## config.mk

```make
export PLATFORM = sky130hd
export DESIGN_NAME = gmii_tx_framer
export DESIGN_NICKNAME = d
export VERILOG_FILES = /design/src/rtl/eth_pkg.sv /design/src/rtl/crc32_d8.sv /design/src/rtl/gmii_tx_framer.sv
export SDC_FILE = /design/constraint.sdc
export NUM_CORES = 1
export LEC_CHECK = 0
export ABC_AREA = 0
export BUFFER_PORTS_ARGS = -buffer_cell sky130_fd_sc_hd__buf_2
export CAP_MARGIN = 20
export CORE_ASPECT_RATIO = 1.75
export CORE_MARGIN = 5
export CORE_UTILIZATION = 36
export DETAILED_ROUTE_END_ITERATION = 8
export GPL_TIMING_DRIVEN = 0
export PLACE_DENSITY = 0.54
export REMOVE_ABC_BUFFERS = 1
export SLEW_MARGIN = 20
export SYNTH_ARGS = -nofsm -noshare
export SYNTH_HDL_FRONTEND = slang
export SYNTH_SLANG_ARGS = --single-unit
```

## constraint.sdc

```tcl
create_clock -name gmii_tx_clk -period 2.29 [get_ports gmii_tx_clk]
set_input_delay 0.1145 -clock gmii_tx_clk [delete_from_list [all_inputs] [get_ports gmii_tx_clk]]
set_output_delay 0.1145 -clock gmii_tx_clk [all_outputs]
set_load 0.02 [all_outputs]
```

## src/rtl/eth_pkg.sv

```systemverilog
// Shared Ethernet MAC definitions.
// Framer states and frame/CRC constants.
package eth_pkg;

  typedef enum logic [2:0] {
    ST_IDLE,
    ST_PREAMBLE,
    ST_SFD,
    ST_PAYLOAD,
    ST_PAD,
    ST_FCS,
    ST_IFG
  } tx_state_e;

  localparam logic [7:0]  ETH_PREAMBLE  = 8'h55;
  localparam logic [7:0]  ETH_SFD       = 8'hD5;
  localparam logic [31:0] CRC_INIT      = 32'hFFFF_FFFF;
  localparam logic [31:0] CRC_POLY_REFL = 32'hEDB8_8320;

endpackage

```

## src/rtl/crc32_d8.sv

```systemverilog
// Reflected CRC32, one byte per clock.
// Register holds the running (non-inverted) remainder.
module crc32_d8
  import eth_pkg::*;
(
  input  logic        clk,
  input  logic        rst_n,
  input  logic        clear,
  input  logic        en,
  input  logic [7:0]  data,
  output logic [31:0] crc
);

  logic [31:0] crc_next;

  // next remainder over one byte, LSB first
  always_comb begin
    crc_next = crc ^ {24'h0, data};
    for (int i = 0; i < 8; i++) begin
      crc_next = crc_next[0] ?
        ((crc_next >> 1) ^ CRC_POLY_REFL) :
        (crc_next >> 1);
    end
  end

  // remainder register, clear wins over update
  always_ff @(posedge clk or negedge rst_n) begin
    if (!rst_n) begin
      crc <= CRC_INIT;
    end else if (clear) begin
      crc <= CRC_INIT;
    end else if (en) begin
      crc <= crc_next;
    end
  end

endmodule

```

## src/rtl/gmii_tx_framer.sv

```systemverilog
// GMII transmit framer: preamble, SFD, payload,
// zero pad, FCS and inter-frame gap.
module gmii_tx_framer
  import eth_pkg::*;
#(
  parameter int PREAMBLE_LEN = 7,
  parameter int MIN_PAYLOAD  = 60,
  parameter int IFG_CYCLES   = 12
) (
  input  logic       gmii_tx_clk,
  input  logic       sys_rst_n,
  input  logic       s_valid,
  input  logic [7:0] s_data,
  input  logic       s_last,
  output logic       s_ready,
  output logic       gmii_tx_en,
  output logic [7:0] gmii_txd,
  output logic       tx_busy,
  output logic       tx_done,
  output logic       tx_err
);

  localparam logic [31:0] PRE_L = 32'(PREAMBLE_LEN);
  localparam logic [31:0] MIN_L = 32'(MIN_PAYLOAD);
  localparam logic [31:0] IFG_L = 32'(IFG_CYCLES);

  // state names the byte loaded into gmii_txd at the next edge
  tx_state_e   state, state_n;
  logic [7:0]  pre_cnt, pre_n, pre_inc;
  logic [15:0] byte_cnt, cnt_n, cnt_inc;
  logic [2:0]  fcs_idx, fcs_n;
  logic [7:0]  ifg_cnt, ifg_n;
  logic        en_n, busy_n, done_n, err_n;
  logic [7:0]  txd_n;
  logic        crc_clr, crc_en;
  logic [7:0]  crc_din;
  logic [31:0] crc, crc_inv;

  assign pre_inc = pre_cnt + 8'd1;
  assign cnt_inc = (byte_cnt == 16'hFFFF) ? byte_cnt
                                          : byte_cnt + 16'd1;
  assign crc_inv = ~crc;
  assign crc_clr = (state == ST_IDLE);
  assign s_ready = (state == ST_PAYLOAD);

  crc32_d8 u_crc (
    .clk   (gmii_tx_clk),
    .rst_n (sys_rst_n),
    .clear (crc_clr),
    .en    (crc_en),
    .data  (crc_din),
    .crc   (crc)
  );

  // next state and next registered outputs
  always_comb begin
    state_n = state;
    pre_n   = pre_cnt;
    cnt_n   = byte_cnt;
    fcs_n   = fcs_idx;
    ifg_n   = ifg_cnt;
    en_n    = 1'b0;
    txd_n   = 8'h00;
    busy_n  = tx_busy;
    done_n  = 1'b0;
    err_n   = 1'b0;
    crc_en  = 1'b0;
    crc_din = 8'h00;
    unique case (state)
      ST_IDLE: begin
        if (s_valid) begin
          en_n    = 1'b1;
          txd_n   = ETH_PREAMBLE;
          busy_n  = 1'b1;
          pre_n   = 8'd1;
          cnt_n   = 16'd0;
          fcs_n   = 3'd0;
          state_n = (PRE_L > 32'd1) ? ST_PREAMBLE : ST_SFD;
        end
      end
      ST_PREAMBLE: begin
        en_n  = 1'b1;
        txd_n = ETH_PREAMBLE;
        pre_n = pre_inc;
        if ({24'd0, pre_inc} >= PRE_L) begin
          state_n = ST_SFD;
        end
      end
      ST_SFD: begin
        en_n    = 1'b1;
        txd_n   = ETH_SFD;
        state_n = ST_PAYLOAD;
      end
      ST_PAYLOAD: begin
        if (s_valid) begin
          en_n    = 1'b1;
          txd_n   = s_data;
          crc_en  = 1'b1;
          crc_din = s_data;
          cnt_n   = cnt_inc;
          if (s_last) begin
            state_n = ({16'd0, cnt_inc} < MIN_L) ? ST_PAD : ST_FCS;
          end
        end else begin
          err_n   = 1'b1;
          ifg_n   = 8'd0;
          state_n = ST_IFG;
        end
      end
      ST_PAD: begin
        en_n   = 1'b1;
        crc_en = 1'b1;
        cnt_n  = cnt_inc;
        if ({16'd0, cnt_inc} >= MIN_L) begin
          state_n = ST_FCS;
        end
      end
      ST_FCS: begin
        if (fcs_idx[2]) begin
          done_n  = 1'b1;
          ifg_n   = 8'd0;
          state_n = ST_IFG;
        end else begin
          en_n  = 1'b1;
          txd_n = crc_inv[{fcs_idx[1:0], 3'b000} +: 8];
          fcs_n = fcs_idx + 3'd1;
        end
      end
      ST_IFG: begin
        // the IDLE cycle is the last low cycle of the gap
        if ({24'd0, ifg_cnt} + 32'd2 >= IFG_L) begin
          busy_n  = 1'b0;
          state_n = ST_IDLE;
        end else begin
          ifg_n = ifg_cnt + 8'd1;
        end
      end
      default: state_n = ST_IDLE;
    endcase
  end

  // state, counters and registered GMII outputs
  always_ff @(posedge gmii_tx_clk or negedge sys_rst_n) begin
    if (!sys_rst_n) begin
      state      <= ST_IDLE;
      pre_cnt    <= 8'd0;
      byte_cnt   <= 16'd0;
      fcs_idx    <= 3'd0;
      ifg_cnt    <= 8'd0;
      gmii_tx_en <= 1'b0;
      gmii_txd   <= 8'h00;
      tx_busy    <= 1'b0;
      tx_done    <= 1'b0;
      tx_err     <= 1'b0;
    end else begin
      state      <= state_n;
      pre_cnt    <= pre_n;
      byte_cnt   <= cnt_n;
      fcs_idx    <= fcs_n;
      ifg_cnt    <= ifg_n;
      gmii_tx_en <= en_n;
      gmii_txd   <= txd_n;
      tx_busy    <= busy_n;
      tx_done    <= done_n;
      tx_err     <= err_n;
    end
  end

endmodule

```

Yosys cells after proc, flatten, opt, wreduce, memory -nomap -nowiden
Index checks and enable logic that the tools add are counted.
- bits of input ports: 12
- register bits after elaboration: 82
- word-level logic and storage cells: 113
- reduce and logical (&&, ||, !) cells: 16
- shift operators: 1
- muxes and demuxes: 48
- $add $sub $neg: 5
- equality and inequality tests: 17
- $lt $le $gt $ge: 4
- bitwise gates (word level): 10
- operators by type and width (operator ; number):
    $mux 32 ; 10
    $not 13->14 ; 8
    $mux 8 ; 7
    $mux 16 ; 3
    $pmux 16 s3 ; 1
    $pmux 8 s5 ; 1
    $not 32->32 ; 1
    $shiftx 32x6->8 ; 1
    $xor 32x8->32 ; 1
    $mux 3 ; 9
    $pmux 8 s3 ; 1
    $pmux 3 s7 ; 1
    $ne 2x2->1 const B ; 9
    $add 16x1->16 const B ; 1
    $add 8x1->8 const B ; 2
    $eq 16x16->1 const B ; 1
    $ge 16x6->1 const B ; 1
    $lt 16x6->1 const B ; 1
    $pmux 8 s2 ; 1
    $add 8x2->9 const B ; 1
    $eq 3x3->1 const B ; 3
    $ge 9x4->1 const B ; 1
    $mux 1 ; 9
    $reduce_and 3->1 ; 3
    17 further kinds ; 24

Longest topological paths before layout
- depth in word-level cells: 21
- gate-level depth with buffers: 8
- gate-level depth less buffers: 8

Modules after synthesis
Synthesis repeated with hierarchy kept, for this count alone.
- cells, all modules: 546
- area total of the unflattened synthesis: 5306.3 µm²
- by module, submodules not included (module ; area an instance (µm²) ; cells each ; times used):
    gmii_tx_framer ; 3228.1 ; 354 ; 1
    crc32_d8 ; 2078.2 ; 192 ; 1

Worst setup path before layout
OpenSTA, ideal clock, no wires.
- kind: register to register
- from: register state[1]
- to: register u_crc.crc[19]
- path slack: 0.214 ns
- data required time: 2.210 ns
- stages on the path, launching flop included: 9
- arrival time: 1.997 ns
- library setup time: 0.080 ns
- path buffers: 2
- clock period less this slack: 2.076 ns
- cells stage by stage: dfrtp_1 > buf_4 > and4b_4 > buf_8 > nand2_4 > xor2_2 > xnor2_2 > xnor3_1 > o22a_1
- word-level cells in the longest chain between the ends: 18
- elaborated cells on any way between the ends: 24
- those cells by class: eq/ne (2); mux (12); bitwise (8); reduce/logical (2)
- RTL lines (item ; RTL line ; RTL):
    start, declared ; gmii_tx_framer.sv:28 ; tx_state_e state, state_n;
    start signal, assigned ; gmii_tx_framer.sv:156 ; state <= state_n;
    $eq 3x2->1 ; gmii_tx_framer.sv:69 ; unique case (state)
    $mux 8 ; gmii_tx_framer.sv:69 ;
    $xor 32x8->32 ; crc32_d8.sv:18 ; crc_next = crc ^ {24'h0, data};
    $mux 32 (2 in series) ; crc32_d8.sv:20 ; crc_next = crc_next[0] ?
    $not 13->14 (no line) ; -- ;
    $mux 32 ; crc32_d8.sv:20 ;
    $not 13->14 (no line) ; -- ;
    $mux 32 (2 in series) ; crc32_d8.sv:20 ;
    $not 13->14 (no line) ; -- ;
    $mux 32 ; crc32_d8.sv:20 ;
    $not 13->14 (no line) ; -- ;
    $mux 32 ; crc32_d8.sv:20 ;
    $not 13->14 (no line) ; -- ;
    $mux 32 ; crc32_d8.sv:20 ;
    $mux 32 ; crc32_d8.sv:32 ; end else if (en) begin
    $mux 32 ; crc32_d8.sv:30 ; end else if (clear) begin
    end signal, assigned ; crc32_d8.sv:33 ; crc <= crc_next;
    end, declared ; crc32_d8.sv:11 ; output logic [31:0] crc
Parallel ways exist; a longest one is shown, timed or not. The select of a mux whose other input is x is not followed.
A chain may end at the register's enable or synchronous reset.

Worst setup path in the final report
- from: register state[2]
- to: register u_crc.crc[18]
- word-level cells in the longest chain between the ends: 17
- elaborated cells on any way between the ends: 22
- those cells by class: eq/ne (2); mux (12); bitwise (6); reduce/logical (2)
- RTL lines (item ; RTL line):
    $eq 3x2->1 ; gmii_tx_framer.sv:69
    $mux 8 ; gmii_tx_framer.sv:69
    $xor 32x8->32 ; crc32_d8.sv:18
    $mux 32 (2 in series) ; crc32_d8.sv:20
    $not 13->14 (no line) ; --
    $mux 32 (2 in series) ; crc32_d8.sv:20
    $not 13->14 (no line) ; --
    $mux 32 ; crc32_d8.sv:20
    $not 13->14 (no line) ; --
    $mux 32 ; crc32_d8.sv:20
    $not 13->14 (no line) ; --
    $mux 32 (2 in series) ; crc32_d8.sv:20
    $mux 32 ; crc32_d8.sv:32
    $mux 32 ; crc32_d8.sv:30
Parallel ways exist; a longest one is shown, timed or not. The select of a mux whose other input is x is not followed.

==> run metrics <==
routed via count=4,142; mux contribution to synthesized area=0.04820; number of enable-type register cells in the synthesized netlist=0; CTS Root Cell=sky130_fd_sc_hd__clkbuf_16; Detailed Routing Iterations Pass 1=5; maximum number of pins on one net before global-route repair=47; fraction of the yosys area taken by sequential cells=0.4030; leakage power summed over all cells=2.632 nW; number of nets with antenna violations after routing=0; die footprint=between 15,000 and 20,000 µm²; CTS tree=built; critical path data arrival time=2540 ps; RD Place Congestion=0.8008; simple logic cell fraction of the synthesized area=0.1538; crit share post-route=0.9906; part of the total power dissipated in sequential elements=0.274; CTS clock-pin slew for the worst setup and hold paths=60 ps; synthesized area per cell=10.02 µm²; number of storage elements in the synthesis netlist=82; Met1 Wirelength=5.366 mm; maximum clock path buffer count=2; Worst Hold Path Cells=3; fraction of registers with async set/reset=1.000; initial antenna violation count=0; post-detailed-routing wire length=13.79 mm; Max-cap violations=0; number of fill cells in the layout=1,323; fraction of layout cells with a size suffix above 1=0.3115; area delta synth->final=24.25%; wire length on met3=410 µm; via count of the first global-routing pass=4,148; proportion of power drawn by the clock network=0.157; run status=complete, no violations; Synthesis Warnings=0; upper clock frequency limit=440.8 MHz; sequential cell area=2103 µm²; largest family of logic cells by synthesized area=XOR/XNOR gates; required time reported for the critical path endpoint=2560 ps; Initial Util=0.3631; Iteration-0 DRC Markers=around 240; Nets=595; part of the power in combinational logic=0.569; largest area contributor in the netlist=sky130_fd_sc_hd__dfrtp_1; routed len/inst=18.13 µm; global-route wire length before repair=22.24 mm; RSZ-0062 raised after global routing=yes; summed instance area of the synthesized netlist=5191 µm²; adder-cell area share of the yosys netlist=0.01687; top cell type's share of synthesized area=0.2410; Register-to-Register Path Depth=8; Detail Route met2 WL=7.523 mm; ratio of total power to cell area=around 1500 nW/µm²; overall power after layout=9.549 mW; clock tree sinks=82; Die Height=about 170 µm; synthesized-area fraction occupied by ao, oa, aoi and oai cells=0.1596; Antenna Cells=0; per-cell via count in the routed design=5.443; min-delay src=s_data[5]; critical path fanouts, max=5; number of slew-limit violations in the final report=0; Hold WC Path Type=input port to register; headroom to the max-slew limit=0.5282; I/O Pins=25; sort of element at the end of the critical path=register; commonest register cell after synthesis=sky130_fd_sc_hd__dfrtp_1; Worst Clk Skew=~6.2 ps; end point of the most critical hold path=gmii_txd[5]; deepest level of the CTS H-tree=3; gr usage total=0.1685; total congestion overflow=0; area used by multi-input combinational logic=approximately 3200 µm²; IO buf count=24; switching share of power=0.4036; Max rail drop VDD=0.5169 mV; count of standard-cell rows=58; number of design rule violations left after detail routing=0; hpwl dp=8.984 mm; x dimension of the die=100.8 µm; Post-Synth XOR/XNOR Area=0.1866; cell internal pwr=5.695 mW; Slew @ Worst Pin=703.5 ps; endpoints failing hold=0; synthesized instance count=518; uppermost signal routing layer after detailed routing=met4; Worst R2R Setup Slack=20 ps; final core utilization=0.4512; Floorplan Core Area=14,300 µm²; classification of the worst setup path=register to register; startpoint of the most critical register-to-register path=state[2]; Final min period=2269 ps; total clock buffers created by CTS=9; biggest area contributors in the synthesized netlist=sky130_fd_sc_hd__dfrtp_1, sky130_fd_sc_hd__dfstp_2, sky130_fd_sc_hd__xnor2_1, sky130_fd_sc_hd__xor2_1, sky130_fd_sc_hd__o21ai_0; Finish-stage setup viols=0; Crit Reg-Reg Endpoint=u_crc.crc[18]; Startpoint Class=register; number of unique standard cell types used by synthesis=60; Clk Latency, worst-skew pair=340 ps; Sw Pwr=3.854 mW
synth_stat cells (all sizes together) (5+ instances only):
| master | count |
|---|---|
| inv | 12 |
| and3 | 5 |
| mux2i | 7 |
| dfrtp | 50 |
| o22a | 9 |
| and2 | 7 |
| nand2 | 45 |
| a31oi | 5 |
| xnor3 | 7 |
| xor2 | 32 |
| o211ai | 5 |
| mux4 | 8 |
| o21ai | 43 |
| xnor2 | 39 |
| nand4 | 9 |
| clkbuf | 25 |
| a21oi | 41 |
| dfstp | 32 |
| ha | 7 |
| nor2 | 50 |
| nand3 | 14 |
| o22ai | 6 |
final cells by class:
| type | count | share of cell area |
|---|---|---|
| multi-input combinational | 397 | 0.4951 |
| sequential | 82 | 0.3261 |
| timing repair buffer | 74 | 0.08943 |
| clock buffer | 12 | 0.03977 |
| tap | 180 | 0.03492 |
| clock inverter | 4 | 0.007759 |
| inverter | 12 | 0.006984 |
logic make-up after synthesis:
group,after synthesis
AND/OR/NAND/NOR,159
flip-flops,82
AO/OA/AOI/OAI,136
buffers and inverters,40
XOR/XNOR,79
adder cells (fa/ha/maj),7
multiplexers,15
worst max-delay path by stage:
stage | startpoint | to | slack, ps | depth (start not counted)
final | state[2] | u_crc.crc[18] | 20 | 8
after CTS | state[2] | u_crc.crc[19] | -10 | 7
after global routing | state[2] | u_crc.crc[19] | -40 | 7
after detailed placement | state[0] | u_crc.crc[24] | -570 | 6
after floorplan | state[2] | u_crc.crc[19] | -80 | 6
after global placement | state[0] | byte_cnt[0] | -960 | 6
through the flow:
step | setup slack [ps] | cells | setup TNS [ps] | instance area, µm² | hold WS, ps
floorplan | -81.37 | 490 | -260.4 | 5070 | -181.1
global placement | -955.2 | 694 | -30360 | 5415 | 406.9
detailed placement | -570.5 | 697 | -11840 | 5509 | 130.9
CTS | -11.10 | 740 | -11.10 | 6233 | 53.28
global route | -40.80 | 761 | -93.81 | 6450 | 57.26
finish | 21.45 | 761 | 0 | 6450 | 55.07
worst max-delay path, stage by stage (launching register included):
cell and delay (ps):
sky130_fd_sc_hd__dfrtp_4 510, sky130_fd_sc_hd__and4b_4 390, sky130_fd_sc_hd__buf_12 140, sky130_fd_sc_hd__nand2_4 70, sky130_fd_sc_hd__xor2_4 150, sky130_fd_sc_hd__buf_12 150
sky130_fd_sc_hd__xnor3_2 420, sky130_fd_sc_hd__xnor3_1 200, sky130_fd_sc_hd__o22a_1 180
routing by layer:
metal,track usage,up-vias
li1,-,1952
met1,0.1887,2076
met2,0.3044,85
met3,0.02433,29
met4,0.08270,0
met5,0,-
registers in the layout (all words and copies together) (netlist names), 3 cells and up:
name and flops:
gmii_txd 8, ifg_cnt 8, u_crc.crc 32, fcs_idx 3, byte_cnt 16, pre_cnt 8
state 3
power by group through the flow:
stage	sequential [mW]	clock, mW	combinational [mW]
CTS	2.62	1.54	5.11
global route	2.68	1.60	5.85
detailed placement	2.65	0	4.41
finish	2.61	1.50	5.43
global placement	2.61	0	4.24
floorplan	2.55	0	3.29
placed cells by master (no fill, tap or decap), types with 12 or more instances in the layout:
cell type                 synthesis  routed
sky130_fd_sc_hd__dfrtp_1         50      47
sky130_fd_sc_hd__nor2_1          50      46
sky130_fd_sc_hd__buf_4            1      44
sky130_fd_sc_hd__o21ai_0         42      42
sky130_fd_sc_hd__a21oi_1         41      39
sky130_fd_sc_hd__nand2_1         38      34
sky130_fd_sc_hd__dfstp_2         32      32
sky130_fd_sc_hd__xnor2_1         32      31
sky130_fd_sc_hd__buf_2            1      23
sky130_fd_sc_hd__xor2_1          26      21
sky130_fd_sc_hd__nand3_1         14      13
sky130_fd_sc_hd__inv_1           12      12
timing repair:
action / 4_1_cts / 5_1_grt
hold buffers: 1 / 0
cloned: 1 / 0
gates resized for setup: 35 / 11
buffers inserted: 25 / 21
endpoints found under the setup margin: 51 / 25
endpoints found under the hold margin: 24 / 0
pin swaps: 10 / 14
Power figures use the tool's default switching activity.
